<file path="config.mk">
export PLATFORM = sky130hd
export DESIGN_NAME = dma_scheduler
export DESIGN_NICKNAME = d
export VERILOG_FILES = /design/src/rtl/dma_sched_pkg.sv /design/src/rtl/dma_desc_fifo.sv /design/src/rtl/dma_scheduler.sv
export SDC_FILE = /design/constraint.sdc
export NUM_CORES = 1
export LEC_CHECK = 0
export ABC_AREA = 1
export CAP_MARGIN = 0
export CORE_MARGIN = 1
export CORE_UTILIZATION = 48
export DETAILED_ROUTE_END_ITERATION = 12
export PLACE_DENSITY = 0.75
export SYNTH_ARGS = -nofsm -noshare
export SYNTH_HDL_FRONTEND = slang
export SYNTH_SLANG_ARGS = --single-unit
</file>
<file path="constraint.sdc">
create_clock -name clk_h -period 2.9 [get_ports clk_h]
set_input_delay 0.58 -clock clk_h [delete_from_list [all_inputs] [get_ports clk_h]]
set_output_delay 0.58 -clock clk_h [all_outputs]
set_load 0.01 [all_outputs]
</file>
<file path="src/rtl/dma_sched_pkg.sv">
// dma_sched_pkg: descriptor layout, FIFO entry type and FSM states shared by
// the DMA job scheduler and its descriptor FIFO.
package dma_sched_pkg;

    localparam int DESC_W   = 29;
    localparam int RW_BIT   = 28;
    localparam int SRC_LSB  = 20;
    localparam int DST_LSB  = 12;
    localparam int MEM1_LSB = 6;
    localparam int MEM2_LSB = 0;
    localparam int ENTRY_W  = DESC_W + 1;

    typedef enum logic [1:0] {
        S_IDLE,
        S_LAUNCH,
        S_WAIT,
        S_COMPLETE
    } sched_state_t;

    // One queued job: the requester that owns it plus its descriptor.
    typedef struct packed {
        logic              id;
        logic [DESC_W-1:0] desc;
    } sched_entry_t;

    function automatic logic desc_rw(input logic [DESC_W-1:0] d);
        return d[RW_BIT];
    endfunction

    function automatic logic [7:0] desc_src(input logic [DESC_W-1:0] d);
        return d[SRC_LSB +: 8];
    endfunction

    function automatic logic [7:0] desc_dst(input logic [DESC_W-1:0] d);
        return d[DST_LSB +: 8];
    endfunction

    function automatic logic [5:0] desc_mem1(input logic [DESC_W-1:0] d);
        return d[MEM1_LSB +: 6];
    endfunction

    function automatic logic [5:0] desc_mem2(input logic [DESC_W-1:0] d);
        return d[MEM2_LSB +: 6];
    endfunction

endpackage

</file>
<file path="src/rtl/dma_desc_fifo.sv">
// dma_desc_fifo: small synchronous FIFO holding queued DMA jobs.
// Registered occupancy count; push and pop in the same cycle keep the count.
module dma_desc_fifo #(
    parameter int DEPTH = 4,
    parameter int WIDTH = 30
) (
    input  logic                     clk_h,
    input  logic                     rst_n,
    input  logic                     push_i,
    input  logic [WIDTH-1:0]         wdata_i,
    input  logic                     pop_i,
    output logic [WIDTH-1:0]         rdata_o,
    output logic                     full_o,
    output logic                     empty_o,
    output logic [$clog2(DEPTH):0]   count_o
);

    localparam int AW = $clog2(DEPTH);
    localparam int CW = AW + 1;

    logic [WIDTH-1:0] mem_q [DEPTH];
    logic [AW-1:0]    wr_q, rd_q;
    logic [CW-1:0]    cnt_q;
    logic             do_push, do_pop;

    assign full_o  = (cnt_q == CW'(DEPTH));
    assign empty_o = (cnt_q == '0);
    assign count_o = cnt_q;
    assign rdata_o = mem_q[rd_q];

    // Ignore illegal requests so the pointers can never lap each other.
    assign do_push = push_i && !full_o;
    assign do_pop  = pop_i && !empty_o;

    // Entry storage; contents are don't-care until written, so no reset.
    always_ff @(posedge clk_h) begin
        if (do_push) mem_q[wr_q] <= wdata_i;
    end

    // Pointers wrap naturally because DEPTH is a power of two.
    always_ff @(posedge clk_h) begin
        if (!rst_n) begin
            wr_q  <= '0;
            rd_q  <= '0;
            cnt_q <= '0;
        end else begin
            if (do_push) wr_q <= wr_q + AW'(1);
            if (do_pop)  rd_q <= rd_q + AW'(1);
            case ({do_push, do_pop})
                2'b10:   cnt_q <= cnt_q + CW'(1);
                2'b01:   cnt_q <= cnt_q - CW'(1);
                default: cnt_q <= cnt_q;
            endcase
        end
    end

endmodule

</file>
<file path="src/rtl/dma_scheduler.sv">
// dma_scheduler: round-robin job scheduler in front of the dma block.
// Two requesters push descriptors into a FIFO; jobs are launched one at a
// time and completion is reported back to the owning requester.
// Optional: define DMA_SCHED_TIMEOUT_EN to end a stuck WAIT after TIMEOUT
// cycles with done_err=1.
module dma_scheduler
    import dma_sched_pkg::*;
#(
    parameter int DEPTH   = 4,
    parameter int TIMEOUT = 255
) (
    input  logic                   clk_h,
    input  logic                   rst_n,
    input  logic                   req0_valid,
    input  logic [DESC_W-1:0]      req0_desc,
    output logic                   req0_ready,
    input  logic                   req1_valid,
    input  logic [DESC_W-1:0]      req1_desc,
    output logic                   req1_ready,
    output logic                   done_valid,
    output logic                   done_id,
    output logic                   done_err,
    output logic                   dma_enable,
    output logic                   dma_rw,
    output logic [7:0]             dma_sdram_src,
    output logic [7:0]             dma_sdram_dst,
    output logic [5:0]             dma_mem1_addr,
    output logic [5:0]             dma_mem2_addr,
    input  logic                   dma_done,
    output logic                   busy,
    output logic [$clog2(DEPTH):0] q_count
);

    if (DEPTH < 2 || (DEPTH & (DEPTH - 1)) != 0 || TIMEOUT < 1) begin : g_param_check
        $error("dma_scheduler: DEPTH must be a power of two >= 2, TIMEOUT >= 1");
    end

    sched_state_t state_q;
    logic         rr_q, rr_d;
    logic         grant0, grant1;
    logic         fifo_full, fifo_empty, fifo_pop;
    sched_entry_t push_entry, head;

    logic         dma_enable_q, dma_rw_q, done_valid_q, done_id_q;
    logic [7:0]   src_q, dst_q;
    logic [5:0]   mem1_q, mem2_q;

    // Arbitration: a lone valid port always wins, ties go to rr; a full FIFO
    // refuses both, even in a cycle that pops.
    assign grant0 = !fifo_full && req0_valid && (!req1_valid || !rr_q);
    assign grant1 = !fifo_full && req1_valid && (!req0_valid ||  rr_q);
    assign req0_ready = grant0;
    assign req1_ready = grant1;

    assign push_entry.id   = grant1;
    assign push_entry.desc = grant1 ? req1_desc : req0_desc;

    // Next round-robin pointer: point away from whichever port was granted.
    always_comb begin
        rr_d = rr_q;
        if (grant0)      rr_d = 1'b1;
        else if (grant1) rr_d = 1'b0;
    end

    // Round-robin pointer register.
    always_ff @(posedge clk_h) begin
        if (!rst_n) rr_q <= 1'b0;
        else        rr_q <= rr_d;
    end

    // The head is retired in the COMPLETE cycle, so it stays valid for the
    // whole job and supplies done_id.
    assign fifo_pop = (state_q == S_COMPLETE);

    dma_desc_fifo #(
        .DEPTH (DEPTH),
        .WIDTH (ENTRY_W)
    ) u_fifo (
        .clk_h   (clk_h),
        .rst_n   (rst_n),
        .push_i  (grant0 || grant1),
        .wdata_i (push_entry),
        .pop_i   (fifo_pop),
        .rdata_o (head),
        .full_o  (fifo_full),
        .empty_o (fifo_empty),
        .count_o (q_count)
    );

`ifdef DMA_SCHED_TIMEOUT_EN
    localparam int                CNT_W    = $clog2(TIMEOUT + 1);
    localparam logic [CNT_W-1:0]  TMO_LAST = CNT_W'(TIMEOUT - 1);

    logic [CNT_W-1:0] tmo_cnt_q;
    logic             tmo_hit;
    logic             done_err_q;

    // The count reaches TIMEOUT on the WAIT cycle where it currently holds
    // TIMEOUT-1; that cycle is the limit.
    assign tmo_hit  = (tmo_cnt_q == TMO_LAST);
    assign done_err = done_err_q;

    // WAIT-cycle counter, cleared on every launch.
    always_ff @(posedge clk_h) begin
        if (!rst_n)                    tmo_cnt_q <= '0;
        else if (state_q == S_LAUNCH)  tmo_cnt_q <= '0;
        else if (state_q == S_WAIT)    tmo_cnt_q <= tmo_cnt_q + CNT_W'(1);
    end
`else
    assign done_err = 1'b0;
`endif

    // Job FSM with registered pulses; DMA parameters are captured from the
    // head on IDLE->LAUNCH and then held until the next launch.
    always_ff @(posedge clk_h) begin
        if (!rst_n) begin
            state_q      <= S_IDLE;
            dma_enable_q <= 1'b0;
            done_valid_q <= 1'b0;
            done_id_q    <= 1'b0;
            dma_rw_q     <= 1'b0;
            src_q        <= '0;
            dst_q        <= '0;
            mem1_q       <= '0;
            mem2_q       <= '0;
`ifdef DMA_SCHED_TIMEOUT_EN
            done_err_q   <= 1'b0;
`endif
        end else begin
            dma_enable_q <= 1'b0;
            done_valid_q <= 1'b0;
`ifdef DMA_SCHED_TIMEOUT_EN
            done_err_q   <= 1'b0;
`endif
            case (state_q)
                S_IDLE: begin
                    if (!fifo_empty) begin
                        state_q      <= S_LAUNCH;
                        dma_enable_q <= 1'b1;
                        dma_rw_q     <= desc_rw(head.desc);
                        src_q        <= desc_src(head.desc);
                        dst_q        <= desc_dst(head.desc);
                        mem1_q       <= desc_mem1(head.desc);
                        mem2_q       <= desc_mem2(head.desc);
                    end
                end
                S_LAUNCH: state_q <= S_WAIT;
                S_WAIT: begin
                    if (dma_done) begin
                        state_q      <= S_COMPLETE;
                        done_valid_q <= 1'b1;
                        done_id_q    <= head.id;
                    end
`ifdef DMA_SCHED_TIMEOUT_EN
                    else if (tmo_hit) begin
                        state_q      <= S_COMPLETE;
                        done_valid_q <= 1'b1;
                        done_id_q    <= head.id;
                        done_err_q   <= 1'b1;
                    end
`endif
                end
                S_COMPLETE: state_q <= S_IDLE;
                default:    state_q <= S_IDLE;
            endcase
        end
    end

    assign dma_enable    = dma_enable_q;
    assign done_valid    = done_valid_q;
    assign done_id       = done_id_q;
    assign dma_rw        = dma_rw_q;
    assign dma_sdram_src = src_q;
    assign dma_sdram_dst = dst_q;
    assign dma_mem1_addr = mem1_q;
    assign dma_mem2_addr = mem2_q;
    assign busy          = (state_q != S_IDLE) || !fifo_empty;

endmodule

</file>
== Word-level counts from Yosys, hierarchy flattened ==
Memory sizes are Yosys's and may differ from the RTL's. A register that Yosys moved wholly into a read port is not among the register bits.
Index checks and enable logic that the tools add are counted.

* Flip-flop bits (word level): 42
* Memory bits (writable): 120
* Bits of input ports: 63
* Output and inout bits: 39
* Word-level logic and storage cells: 65
* Memories kept: 1

* Add/sub/neg operators: 4
* Eq/ne operators: 8
* Multiplexer cells: 13
* Bitwise gates (word level): 1
* Reductions and logical operators: 25

{| class="wikitable"
|+ Memory list
! name !! depth !! width !! read ports !! clocked after Yosys merged registers in !! wr ports !! line !! RTL
|-
| u_fifo.mem_q || 4 || 30 || 1 || 1 || 1 || dma_desc_fifo.sv:21 || <nowiki>logic [WIDTH-1:0] mem_q [DEPTH];</nowiki>
|}

{| class="wikitable"
|+ Operators with widths
! kind !! count
|-
| $mux 29 || 1
|-
| $reduce_and 2->1 || 5
|-
| $mux 2 || 4
|-
| $pmux 2 s4 || 1
|-
| $eq 2x2->1 const B || 3
|-
| $logic_and 1x1->1 || 6
|-
| $mux 1 || 6
|-
| $pmux 3 s2 || 1
|-
| $reduce_bool 2->1 || 3
|-
| $logic_not 1->1 || 5
|-
| $add 2x1->2 const B || 2
|-
| $eq 2x1->1 const B || 2
|-
| $logic_or 1x1->1 || 4
|-
| $ne 2x2->1 const B || 2
|-
| $add 3x1->3 const B || 1
|-
| $eq 3x3->1 const B || 1
|-
| $logic_not 3->1 || 1
|-
| $sub 3x1->3 const B || 1
|-
| $logic_not 2->1 || 1
|-
| $not 1->1 || 1
|}

== Depth between registers and ports, before layout ==
* Depth in word-level cells: 8
* Gate-level depth with buffers: 13
* Gate-level depth less buffers: 13

== Hierarchy ==
From an unflattened synthesis, not the netlist that was laid out.

* Cells, all modules: 625
* Area, all modules: 6,703.9 um2

{| class="wikitable"
|+ Modules (own cells, without submodules)
! module !! times used !! cells each !! area each (um2) !! seq. area each (um2)
|-
| dma_desc_fifo || 1 || 361 || 5,011.1 || 3,783.6
|-
| dma_scheduler || 1 || 264 || 1,692.9 || 700.7
|}

== Least setup slack after synthesis ==
OpenSTA, ideal clock, no wires.

* Path type: in2reg
* Start: input port req1_valid
* End: memory u_fifo.mem_q[2][0], enable pin
* Library setup time: 0.417 ns
* Arrival: 2.306 ns
* Data required time: 2.483 ns
* Setup slack: 0.177 ns
* Stages on the path: 6
* Buffers on the path: 0
* Cells stage by stage: inv_1 > a21oi_1 > nand2_2 > nand2_1 > inv_1 > nor2_1

* Cells in the longest elaborated chain, start to end: 7
* Elaborated cells between the ends (all ways): 9
* Classes of those cells: 2 x mux; 7 x reduce/logical

{| class="wikitable"
|+ Ends and longest elaborated chain
! what !! line !! RTL
|-
| start: declaration || dma_scheduler.sv:17 || <nowiki>input logic req1_valid,</nowiki>
|-
| $logic_not 1->1 || dma_scheduler.sv:50 || <nowiki>assign grant0 = !fifo_full && req0_valid && (!req1_valid || !rr_q);</nowiki>
|-
| $logic_or 1x1->1 || dma_scheduler.sv:50 ||
|-
| $logic_and 1x1->1 || dma_scheduler.sv:50 ||
|-
| $logic_or 1x1->1 (*) || dma_scheduler.sv:81 || <nowiki>.push_i (grant0 || grant1),</nowiki>
|-
| $logic_and 1x1->1 (*) || dma_desc_fifo.sv:32 || <nowiki>assign do_push = push_i && !full_o;</nowiki>
|-
| $mux 1 (*) || dma_desc_fifo.sv:37 || <nowiki>if (do_push) mem_q[wr_q] <= wdata_i;</nowiki>
|-
| $mux 1 (implied by the code) (*) || dma_desc_fifo.sv:37 ||
|-
| end: declaration || dma_desc_fifo.sv:21 ||
|}

Every way passes the cells marked *; elsewhere a longest branch is shown, timed or not.

== Worst setup path in the final report ==
* Start: input port req1_valid
* End: output port req1_ready

* Cells in the longest elaborated chain, start to end: 2

{| class="wikitable"
|+ Ends and longest elaborated chain
! what !! line !! RTL
|-
| $logic_and 1x1->1 (2 in series) || dma_scheduler.sv:51 || <nowiki>assign grant1 = !fifo_full && req1_valid && (!req0_valid || rr_q);</nowiki>
|-
| end: declaration || dma_scheduler.sv:19 || <nowiki>output logic req1_ready,</nowiki>
|}

Every way passes these cells.

==> reports/qor.yml <==
sta:
  tns_ns: 0
  timing.final.ws_setup_ns: 0.298
  maxSlewViolCount: 0
  max_freq_ghz: 0.384
  finClkSkew_ns: 0.0103
  worst_slew_pin_slew_ns: 0.886
  rsz0062_at_grt: "false"
  timing.slew.headroom: 0.408
  finalHoldViolations: 0
  min_period_ns: 2.60
  finalSetupViolCount: 0
  finalCritPeriodShare: 0.897
yosys:
  yosys.area_share.adder: 0.0196
  avgSynthCellArea_um2: 9.93
  syn_area_um2: 6770
  syn-instance-count: 681
  yosysWarnings: 0
  synth_top_family_by_area: "simple AND/OR/NAND/NOR gates"
  synth-seq-cells: 164
  ys_types: 23
  yosysSeqAreaShare: 0.663
  synth_nets: 754
  synth_simple_gate_area_frac: 0.184
  synth_compound_area_frac: 0.0806
  synthMuxAreaShare: 0
  synth_xor_area_frac: 0.00129
drt:
  wl_per_cell_um: 15.4
  dr_total_vias: 4993
  dr.first_iter.drc_count: 413
  wl_um: 15000
  vias_per_cell: 5.13
  first_pass_iters: 5
  antenna_left: 0
  drc_errors: 0
setup_path:
  cp-end-kind: "output port"
  cp_cell_sequence: "clkdlybuf4s50_1 -> inv_1 -> a21oi_1 -> nand2_2 -> inv_2 -> clkdlybuf4s50_1"
  startpoint_type: "input port"
  critPathArrivalTime_ns: 2.02
  rrSetupSlack_ns: 0.78
  path_class: "in -> out"
  cp_max_fo: 4
  rr_endpoint: "u_fifo.count_o[2]"
  cp_data_required_time_ns: 2.32
  critPathBufInv: 4
  cpLargestDelayFamily: "buffers and inverters"
  crit_slowest_cell: "clkdlybuf4s50_1"
  r2r_start: "u_fifo.count_o[0]"
  max_stage_delay_ns: 0.53
  critPathMostFrequentCell: "clkdlybuf4s50_1"
  rr_worst_depth: 12
finish:
  final-instance-count-excl-fill: 974
  diodes: 0
  nets: 854
  area_growth_pct: 26.7
  utilization: 0.620
  drive_gt1_frac: 0.0705
clock_network:
  clockBufferDepth: 2
  cts_num_sinks: 164
  path_clk_slew_ns: 0.06
  cts_buffers: 17
  clockRootBuffer: "clkbuf_16"
  tritoncts: "yes"
  clkLatencyLatePin_ns: 0.42
  htreeDepth: 4
  cts_resized: 0
  cts_setup_buffers: 0
  postCtsHoldBufs: 0
place:
  io_buffers: 100
  dp_cells: 942
  routabilityCongestion: 0.795
  place_ws_ns: 0.226
  dpl.hpwl_um: 9070
hold_path:
  min_to: "rr_q"
  min_path_type: "reg -> reg"
  hold_depth: 2
  hp-start: "rr_q"
global_routing:
  antenna_found_initial: 0
  grt_pass1_vias: 5034
  gr-total-overflow: 0
  grt_pass1_wl_um: 23500
  grt_use_total: 0.214
  grt_max_degree: 63
run:
  max_cap_viol_count: 0
die:
  rows: 43
  dieArea_um2: 14600
  core_area_um2: 13800
  ios: 102
  initial_core_util: 0.489
  die_h_um: 121
  die_x_um: 121
power:
  vdd_drop_max_mv: 0.501
  leakagePower_nw: 3.38
  powerDensity_nw_per_um2: 820
run_status:
  status: "completed"
metal layers:
layer | share of wire | wire length [um] | global-route usage | vias to the layer above
met3 | 0.054 | 810 | 0.0476 | 25
li1 | - | - | - | 2432
met1 | 0.42 | 6220 | 0.248 | 2350
met5 | 0 | 0 | 0 | -
met2 | 0.51 | 7670 | 0.381 | 186
met4 | 0.018 | 266 | 0.0910 | 0
how the worst max path moves through the flow:
| stage | from | endpoint | cells after the start |
|---|---|---|---|
| after floorplan | req1_valid | u_fifo.mem_q[2][0] | 6 |
| after global placement | req1_valid | req1_ready | 6 |
| after detailed placement | req1_valid | u_fifo.count_o[2] | 12 |
| after CTS | req1_valid | req1_ready | 6 |
| after global routing | req1_valid | req1_ready | 6 |
| final | req1_valid | req1_ready | 6 |
layout by cell type (no fill, tap or decap), types with 15 or more instances in the layout:
cell type / synthesis / routed
buf_4: 5 / 15
dfxtp_1: 44 / 43
inv_1: 30 / 30
nor2_1: 185 / 181
clkdlybuf4s50_1: 0 / 100
a21oi_1: 16 / 16
nand2_1: 134 / 134
clkbuf_16: 0 / 21
o21ai_1: 31 / 31
edfxtp_1: 120 / 120
o21ai_0: 62 / 62
kinds of logic (layout without fill, tap and decap cells):
kind of cell / Yosys count / after routing
other: 1 / 1
buffers and inverters: 69 / 182
and+or+nand+nor: 327 / 327
xor gates and xnor gates: 1 / 1
AOI/OAI and AO/OA: 109 / 109
adders and majority gates: 10 / 10
DFF: 164 / 164
registers in the layout, indices dropped and copies added (netlist names), named ones only:
register        flops
dma_sdram_src       8
u_fifo.wr_q         2
u_fifo.rd_q         2
dma_mem1_addr       6
done_valid          1
state_q             2
u_fifo.mem_q      120
rr_q                1
dma_mem2_addr       6
u_fifo.count_o      3
dma_enable          1
dma_rw              1
dma_sdram_dst       8
done_id             1
worst register-to-register path: stages (launching register included):
cell and delay (ns):
dfxtp_1 0.34, nor2_2 0.14, nand2_1 0.10, nand2_1 0.18, nand2_1 0.13, inv_1 0.11, ha_1 0.17, inv_1 0.07
fa_1 0.38, nand2_1 0.08, nand3_1 0.09, o21ai_0 0.17, a21oi_1 0.06
report_power, final:
group,switching [mW],internal [mW]
Combinational,0.941,0.710
Clock,0.859,1.41
Sequential,0.163,2.94
Total,1.96,5.07
cells in the mapped netlist:
library cell | n | area share
nor2_1 | 185 | 0.10
nand2_1 | 134 | 0.074
edfxtp_1 | 120 | 0.53
o21ai_0 | 62 | 0.046
dfxtp_1 | 44 | 0.13
o21ai_1 | 31 | 0.023
inv_1 | 30 | 0.017
a21oi_1 | 16 | 0.012
buf_2 | 14 | 0.010
ha_1 | 9 | 0.017
clkbuf_1 | 8 | 0.0044
buf_6 | 6 | 0.010
buf_4 | 5 | 0.0055
inv_2 | 3 | 0.0017
nand2_2 | 3 | 0.0028
clkbuf_2 | 2 | 0.0015
nand3_1 | 2 | 0.0015
nand3b_1 | 2 | 0.0022
buf_1 | 1 | 0.00055
conb_1 | 1 | 0.00055
fa_1 | 1 | 0.0030
nor2_2 | 1 | 0.00093
xor2_1 | 1 | 0.0013
per-stage QoR:
| step | hold WS, ns | power, mW | cell area, um^2 |
|---|---|---|---|
| after floorplan | 0.453 | 4.05 | 6770 |
| after CTS | 0.486 | 7.06 | 8570 |
| after global placement | 0.468 | 4.72 | 7960 |
| after detailed placement | 0.476 | 4.80 | 7960 |
| final | 0.483 | 7.03 | 8570 |
| after global routing | 0.522 | 7.35 | 8570 |
cell type report:
type,count,area [um^2]
Fill cell,1061,5260
Sequential cell,164,4490
Multi-Input combinational cell,448,1970
Timing Repair Buffer,117,1150
Clock buffer,27,558
Tap cell,180,225
Inverter,33,124
Clock inverter,5,57.6
Power figures use the tool's default switching activity.
